File: config.mk
export PLATFORM = sky130hd
export DESIGN_NAME = endstop_ctrl
export DESIGN_NICKNAME = d
export VERILOG_FILES = /design/src/rtl/endstop_ctrl.sv
export SDC_FILE = /design/constraint.sdc
export NUM_CORES = 1
export LEC_CHECK = 0
export CAP_MARGIN = 30
export CELL_PAD_IN_SITES_DETAIL_PLACEMENT = 0
export CELL_PAD_IN_SITES_GLOBAL_PLACEMENT = 2
export CORE_ASPECT_RATIO = 0.75
export CORE_MARGIN = 2
export CORE_UTILIZATION = 40
export CTS_CLUSTER_SIZE = 14
export DETAILED_ROUTE_END_ITERATION = 6
export HOLD_SLACK_MARGIN = 0.02
export PLACE_DENSITY = 0.78
export SYNTH_ARGS = -nofsm -noshare
export SYNTH_HDL_FRONTEND = slang
export SYNTH_SLANG_ARGS = --single-unit
File: constraint.sdc
create_clock -name clk -period 8.2 [get_ports clk]
set_input_delay 1.23 -clock clk [delete_from_list [all_inputs] [get_ports clk]]
set_output_delay 1.23 -clock clk [all_outputs]
set_load 0.1 [all_outputs]
File: src/rtl/endstop_ctrl.sv
// Endstop supervisor: arm/trip FSM driving a latched motion abort, plus timestamped
// edge logging of all debounce channels into a small event FIFO.
module endstop_ctrl #(
  parameter int N_CH       = 4,
  parameter int FIFO_DEPTH = 4,
  parameter int TS_W       = 16
) (
  input  logic              clk,
  input  logic              reset,
  input  logic [N_CH-1:0]   ch_signal,
  input  logic [N_CH-1:0]   ch_stb,
  input  logic [N_CH-1:0]   ch_hold,
  input  logic [N_CH-1:0]   polarity,
  input  logic [N_CH-1:0]   arm_mask,
  input  logic              arm,
  input  logic              unlock,
  input  logic              ev_clr,
  input  logic              ev_pop,
  output logic              abort,
  output logic [1:0]        state,
  output logic [N_CH-1:0]   trig_ch,
  output logic              pre_hold,
  output logic              ev_valid,
  output logic [9+TS_W-1:0] ev_data,
  output logic              ev_overflow
);
  localparam int PW = $clog2(FIFO_DEPTH);
  localparam int CW = PW + 1;
  localparam int EW = 9 + TS_W;

  typedef enum logic [1:0] {IDLE = 2'd0, ARMED = 2'd1, TRIPPED = 2'd2} state_t;

  state_t            st;
  logic [N_CH-1:0]   active, arm_act, hit;
  logic [TS_W-1:0]   ts_cnt;
  logic [N_CH-1:0]   pend, lvl;
  logic [TS_W-1:0]   ts_st [N_CH];
  logic [EW-1:0]     mem [FIFO_DEPTH];
  logic [PW-1:0]     wr_ptr, rd_ptr;
  logic [CW-1:0]     count;
  logic              any_pend, full, do_push, do_pop;
  logic [N_CH-1:0]   sel_oh;
  logic [7:0]        sel_idx;
  logic              push_lvl;
  logic [TS_W-1:0]   push_ts;

  assign active  = ~(ch_signal ^ polarity);
  assign arm_act = active & arm_mask;
  assign hit     = ch_stb & arm_act;
  assign state   = st;

  always_ff @(posedge clk or posedge reset) begin
    if (reset) begin
      st       <= IDLE;
      abort    <= 1'b0;
      trig_ch  <= '0;
      pre_hold <= 1'b0;
    end else begin
      pre_hold <= (st == ARMED) && (|(ch_hold & arm_mask));
      case (st)
        IDLE:
          if (!unlock && arm) begin
            if (|arm_act) begin
              st      <= TRIPPED;
              trig_ch <= arm_act;
              abort   <= 1'b1;
            end else begin
              st <= ARMED;
            end
          end
        ARMED:
          if (unlock) begin
            st <= IDLE;
          end else if (|hit) begin
            st      <= TRIPPED;
            trig_ch <= hit;
            abort   <= 1'b1;
          end
        TRIPPED:
          if (unlock) begin
            st      <= IDLE;
            trig_ch <= '0;
            abort   <= 1'b0;
          end
        default: begin
          st      <= IDLE;
          trig_ch <= '0;
          abort   <= 1'b0;
        end
      endcase
    end
  end

  always_ff @(posedge clk or posedge reset) begin
    if (reset) ts_cnt <= '0;
    else       ts_cnt <= ts_cnt + TS_W'(1);
  end

  // Lowest-index pending channel wins the single FIFO write slot each cycle.
  always_comb begin
    any_pend = 1'b0;
    sel_oh   = '0;
    sel_idx  = '0;
    push_lvl = 1'b0;
    push_ts  = '0;
    for (int unsigned i = 0; i < N_CH; i++) begin
      if (pend[i] && !any_pend) begin
        any_pend  = 1'b1;
        sel_oh[i] = 1'b1;
        sel_idx   = 8'(i);
        push_lvl  = lvl[i];
        push_ts   = ts_st[i];
      end
    end
  end

  assign full    = (count == CW'(FIFO_DEPTH));
  assign ev_valid = (count != '0);
  assign do_pop  = ev_pop && ev_valid && !ev_clr;
  assign do_push = any_pend && (!full || do_pop) && !ev_clr;
  assign ev_data = ev_valid ? mem[rd_ptr] : '0;

  // Push clears only a set pend bit and capture only sets a clear one, so both never collide.
  always_ff @(posedge clk or posedge reset) begin
    if (reset) begin
      pend        <= '0;
      lvl         <= '0;
      ev_overflow <= 1'b0;
      for (int unsigned i = 0; i < N_CH; i++) ts_st[i] <= '0;
    end else if (ev_clr) begin
      pend        <= '0;
      ev_overflow <= 1'b0;
    end else begin
      for (int unsigned i = 0; i < N_CH; i++) begin
        if (do_push && sel_oh[i]) pend[i] <= 1'b0;
        if (ch_stb[i]) begin
          if (pend[i]) begin
            ev_overflow <= 1'b1;
          end else begin
            pend[i]  <= 1'b1;
            lvl[i]   <= ch_signal[i];
            ts_st[i] <= ts_cnt;
          end
        end
      end
    end
  end

  always_ff @(posedge clk or posedge reset) begin
    if (reset) begin
      wr_ptr <= '0;
      rd_ptr <= '0;
      count  <= '0;
      for (int unsigned i = 0; i < FIFO_DEPTH; i++) mem[i] <= '0;
    end else if (ev_clr) begin
      wr_ptr <= '0;
      rd_ptr <= '0;
      count  <= '0;
    end else begin
      if (do_push) begin
        mem[wr_ptr] <= {sel_idx, push_lvl, push_ts};
        wr_ptr      <= wr_ptr + PW'(1);
      end
      if (do_pop) rd_ptr <= rd_ptr + PW'(1);
      case ({do_push, do_pop})
        2'b10:   count <= count + CW'(1);
        2'b01:   count <= count - CW'(1);
        default: count <= count;
      endcase
    end
  end
endmodule

==> flow_metrics.tcl, run 1 <==
set metrics [dict create \
    cts_buffers 17 \
    numClockSinks 180 \
    start_kind "flip-flop" \
    rows 45 \
    grt-ovfl-total 0 \
    die-area_sq_um 21800 \
    layout_commonest_cell "dfrtp_1" \
    slew_viol_final 0 \
    critPathArrivalTime_ps 3070 \
    cts_hold_buf 0 \
    status "finished, final reports clean" \
    vias 5468 \
    cts_tree "done" \
    path_buf_inv 1 \
    grt_first_pass_wirelength_mm 30.1 \
    grt_antenna_before_repair 0 \
    dr.pass1.iters 4 \
    hp-class "reg -> reg" \
    hpwlAfterDp_mm 12.0 \
    crit_chain "mux4_2 -> and2_1 -> clkdlybuf4s50_1" \
    cp_slowest_cell "clkdlybuf4s50_1" \
    finClkSkew_ps 10.9 \
    hold_start "mem[87]" \
    instances_no_fill 1025 \
    yosys.cell_types.count 53 \
    synth_area_per_cell_sq_um 11.6 \
    gp_congestion 0.765 \
    ys_seq_elements 180 \
    grt_max_degree 106 \
    placedCellCount 990 \
    die_y_um 128 \
    power.density_nw_per_um2 264 \
    cap_violations 0 \
    initial_utilization_pct 40.8 \
    crit_end "ev_data[12]" \
    via_per_inst 5.33 \
    clock_path_buffers 2 \
    path_class "reg -> out" \
    yosysSeqAreaShare_pct 54.6 \
    reg2reg_slack_ps 5460 \
    crit_path_max_incr_delay_ps 1140 \
    clock_latency_ps 420 \
    synth_area_sq_um 8250 \
    ir_worst_vdd_v 0.000198 \
    r2r-end "count[2]" \
    chipWidth_um 170 \
    finalWirelength_mm 18.2 \
    final.fill_count 1841 \
    coreArea_sq_um 20200 \
    drc_errors 0 \
    cts.repair.resized 0 \
    finalNetCount 786 \
    grt_pass1_vias 5436 \
    hold_viol 0 \
    diodes 0 \
    area_growth_pct 17.8 \
    drtIter0Drc 308 \
    ys_warn_count 0 \
    final_util_pct 48.1 \
    ant_nets 0 \
    place_ws_ps 4330 \
    postSynthCellCount 710 \
    setup_viol 0 \
    grtUsageTotal_pct 18.1 \
    synth-edff-count 0 \
    worstMarginPinSlew_ps 1050 \
    finalCritPeriodShare_pct 52.4 \
    io_buffers 54 \
    cp_max_fo 20 \
    setup_tns_ps 0 \
    async_flop_share_pct 100 \
    fin_crit_ps 4300 \
    rsz0062_at_grt "false" \
    critPathTopFamily "buffers and inverters" \
    drive_gt1_share_pct 18.6 \
    layout_common_cells "180 x dfrtp_1, 107 x nand2_1, 68 x mux2_2, 54 x clkdlybuf4s50_1, 50 x o21ai_1" \
    clk_pin_slew_ps 60 \
    root_buffer "clkbuf_16" \
    crit_cells 3 \
    fin_ws_ps 3900 \
    wl_per_cell_um 17.8 \
    worstSetupStartpoint "rd_ptr[1]" \
    required_ps 6970 \
    reg2regPathDepth 6 \
    htreeDepth 4 \
    relSlewSlack_pct 29.7 \
    cp-end-kind "output pin" \
    rr_startpoint "count[2]" \
    synth_ff_type "dfrtp_1" \
    ioPinCount 61 \
    cts_setup_buffers 0 \
    leakage_nw 4.14 \
    max_clock_freq_ghz 0.233 \
]
cells in the mapped netlist, types with 9 or more instances:
cell type | n | area share (%)
o21ai_0 | 29 | 1.8
clkbuf_1 | 18 | 0.82
and2_1 | 22 | 1.7
nand3_1 | 9 | 0.55
buf_2 | 19 | 1.2
buf_4 | 12 | 1.1
o21ai_1 | 50 | 3.0
xnor2_1 | 17 | 1.8
mux4_2 | 19 | 5.2
inv_1 | 13 | 0.59
mux2_2 | 68 | 9.3
dfrtp_1 | 180 | 55
a221oi_1 | 17 | 1.8
nand3b_1 | 21 | 1.9
a21oi_1 | 29 | 1.8
nor2_1 | 12 | 0.55
nand2_1 | 107 | 4.9
registers in the layout, summed over array words and instances (netlist names), 3 cells and up:
signal and count:
mem 76, pend 4, ts_cnt 16, count 3
lvl 4, ts_st 64, trig_ch 4
through the flow:
stage	power, W	cell area, sq um	hold WS [ps]
global placement	0.00173	8970	457
floorplan	0.00158	8270	445
detailed placement	0.00175	9030	470
global route	0.00270	9720	497
CTS	0.00259	9640	485
finish	0.00257	9720	481
worst min-delay path, delay by kind of cell (launching register included):
family,cells,cell delay (ps)
AOI/OAI and AO/OA,1,60
DFF,1,340
and+or+nand+nor,1,50
cells by family (layout without fill, tap and decap cells):
kind of cell             after synthesis  after routing  share of synthesized area, %
multiplexers                          87             87                          14.5
XOR/XNOR                              22             22                          2.34
adder cells (fa/ha/maj)                6              6                          1.00
AO/OA/AOI/OAI                        152            152                          11.4
buffers and inverters                 64            116                          3.84
flip-flops                           180            180                          54.6
other                                  1              6                        0.0454
AND/OR/NAND/NOR                      198            198                          12.3
where the power goes:
| part | total (W) | switching [W] | internal (W) |
|---|---|---|---|
| Clock | 0.000837 | 0.000331 | 0.000506 |
| Combinational | 0.000648 | 0.000431 | 0.000218 |
| Sequential | 0.00108 | 0.0000789 | 0.00100 |
| Total | 0.00257 | 0.000841 | 0.00173 |
metal layers:
layer	up-vias	GRT usage (%)	wire (um)
met5	-	0	0
met4	0	4.22	110
met3	11	3.75	627
met2	86	27.2	8030
met1	2748	26.9	9440
li1	2623	-	-
how the worst min path moves through the flow:
| stage | to | slack, ps | cells after the start |
|---|---|---|---|
| global route | mem[62] | 500 | 2 |
| finish | mem[87] | 480 | 2 |
| CTS | mem[88] | 490 | 2 |
| detailed placement | mem[40] | 470 | 2 |
| floorplan | mem[36] | 440 | 2 |
| global placement | mem[40] | 460 | 2 |
area by class of cell:
type                    instances  area [sq um]  share of cell area [%]
well taps                     258           323                    3.32
repair buffers                 71           758                    7.80
inverters                      13          53.8                   0.554
flip-flops and latches        180          4500                    46.3
clock buffers                  25           485                    4.99
clock inverters                 7           120                    1.24
multi-input cells             471          3470                    35.7
No activity file was read; power rests on OpenSTA's default activity.
==> run 2: changes to the inputs <==
Settings changed: CORE_UTILIZATION 40 to 36, PLACE_DENSITY 0.78 to 0.74.
Clock period 8.2 ns to 3.95 ns, I/O delays scaled along.
==> run 2 against run 1 <==
- clock-buffer cell count shrank 7
- global-route usage fell by 0.79 points
- combinational power up 110%
- wire length up 7.3%
- worst setup slack lost 2800 ps
- clock power rose by 110%
- critical path type unchanged
- largest cell class unchanged
==> flow_metrics.tcl, run 2 (synthesis results as in run 1) <==
set metrics [dict create \
    path_class "reg -> out" \
    die_y_um 135 \
    coreArea_sq_um 22300 \
    diodes 0 \
    critPathTopFamily "buffers and inverters" \
    finClkSkew_ps 10.0 \
    hold_viol 0 \
    ant_nets 0 \
    slew_viol_final 0 \
    vias 5592 \
    grt_pass1_vias 5815 \
    layout_common_cells "180 x dfrtp_1, 107 x nand2_1, 68 x mux2_2, 50 x o21ai_1" \
    cts_tree "done" \
    cts_buffers 17 \
    rsz0062_at_grt "false" \
    drtIter0Drc 393 \
    clk_pin_slew_ps 70 \
    cap_violations 0 \
    initial_utilization_pct 37.0 \
    grt_max_degree 181 \
    grt_first_pass_wirelength_mm 31.7 \
    grt_antenna_before_repair 0 \
    numClockSinks 180 \
    relSlewSlack_pct 31.1 \
    via_per_inst 5.28 \
    rows 47 \
    area_growth_pct 16.6 \
    power.density_nw_per_um2 558 \
    drive_gt1_share_pct 21.6 \
    hold_slack_ps 475 \
    top_regs "mem (76), ts_st (64), ts_cnt (16)" \
    wl_per_cell_um 18.5 \
    crit_chain "buf_4 -> mux4_2 -> and2_1 -> buf_4" \
    htreeDepth 4 \
    place_area_sq_um 8990 \
    grtUsageTotal_pct 17.3 \
    dr.pass1.iters 6 \
    largest_reg_flops 76 \
    worstMarginPinSlew_ps 1030 \
    drc_errors 0 \
    cpMostUsedCell "buf_4" \
    cp-end-kind "output pin" \
    fin_crit_ps 2870 \
    clock_path_buffers 2 \
    root_buffer "clkbuf_16" \
    clock_latency_ps 430 \
    layout_commonest_cell "dfrtp_1" \
    finalCritPeriodShare_pct 72.6 \
    hpwlAfterDp_mm 12.5 \
    cts_setup_buffers 0 \
    io_buffers 54 \
    status "finished, final reports clean" \
    setup_viol 0 \
    required_ps 3360 \
    crit_path_max_incr_delay_ps 560 \
    ioPinCount 61 \
    gp_congestion 0.757 \
    total_power_w 0.00537 \
    leakage_nw 4.14 \
    reg2reg_slack_ps 1200 \
    cts.repair.resized 0 \
    grt-ovfl-total 0 \
    finalNetCount 785 \
    fin_area_sq_um 9620 \
    finalWirelength_mm 19.5 \
    ir_worst_vdd_v 0.000401 \
    chipWidth_um 179 \
    cp_max_fo 18 \
    die-area_sq_um 24200 \
    setup_tns_ps 0 \
    cp_slowest_cell "mux4_2" \
    regMostFlops "mem" \
    critPathArrivalTime_ps 2280 \
    path_buf_inv 2 \
    max_clock_freq_ghz 0.349 \
    hp-class "reg -> reg" \
    cts_hold_buf 0 \
    start_kind "flip-flop" \
]
-- run 2: stage by stage --
stage	util (%)	std cells	setup WS, ps
after CTS	43.1	1058	984
final	43.2	1059	1080
after detailed placement	40.3	1027	1140
after global routing	43.2	1059	936
after floorplan	-	715	736
after global placement	40.3	1027	1250
-- run 2: path summary, 6_finish.rpt --
check | startpoint | end | depth (start not counted)
worst min register to register | mem[12] | mem[12] | 2
max in group asynchronous | reset | mem[85] | 3
worst max register to register | count[0] | count[2] | 6
worst min-delay path | mem[12] | mem[12] | 2
worst max-delay path | rd_ptr[0] | ev_data[9] | 4
min in group asynchronous | reset | ts_st[6] | 3
-- run 2: per-layer routing --
metal	routed length, um	vias up	track usage, %
met3	891	17	4.00
met2	8730	137	26.2
met1	9740	2828	25.1
li1	-	2610	-
met5	0	-	0
met4	181	0	4.07
-- run 2: layout make-up --
| class | instances | area (sq um) |
|---|---|---|
| flip-flops and latches | 180 | 4500 |
| clock buffers | 18 | 429 |
| clock inverters | 13 | 184 |
| repair buffers | 70 | 631 |
| well taps | 294 | 368 |
| multi-input cells | 471 | 3450 |
| inverters | 13 | 52.6 |
| fillers | 2079 | 12700 |
-- run 2: report_power, final --
| group | internal (W) | switching, W | total, W |
|---|---|---|---|
| registers | 0.00208 | 0.000162 | 0.00224 |
| logic | 0.000430 | 0.000904 | 0.00133 |
| clock network | 0.00106 | 0.000733 | 0.00179 |
-- run 2: worst reg2reg max path, stage by stage, from the launching register on --
cell and delay, ps:
dfrtp_1 460, or3_1 730, nand2_1 240, nor3_1 80, fa_1 450, or4_1 550
a31oi_1 170
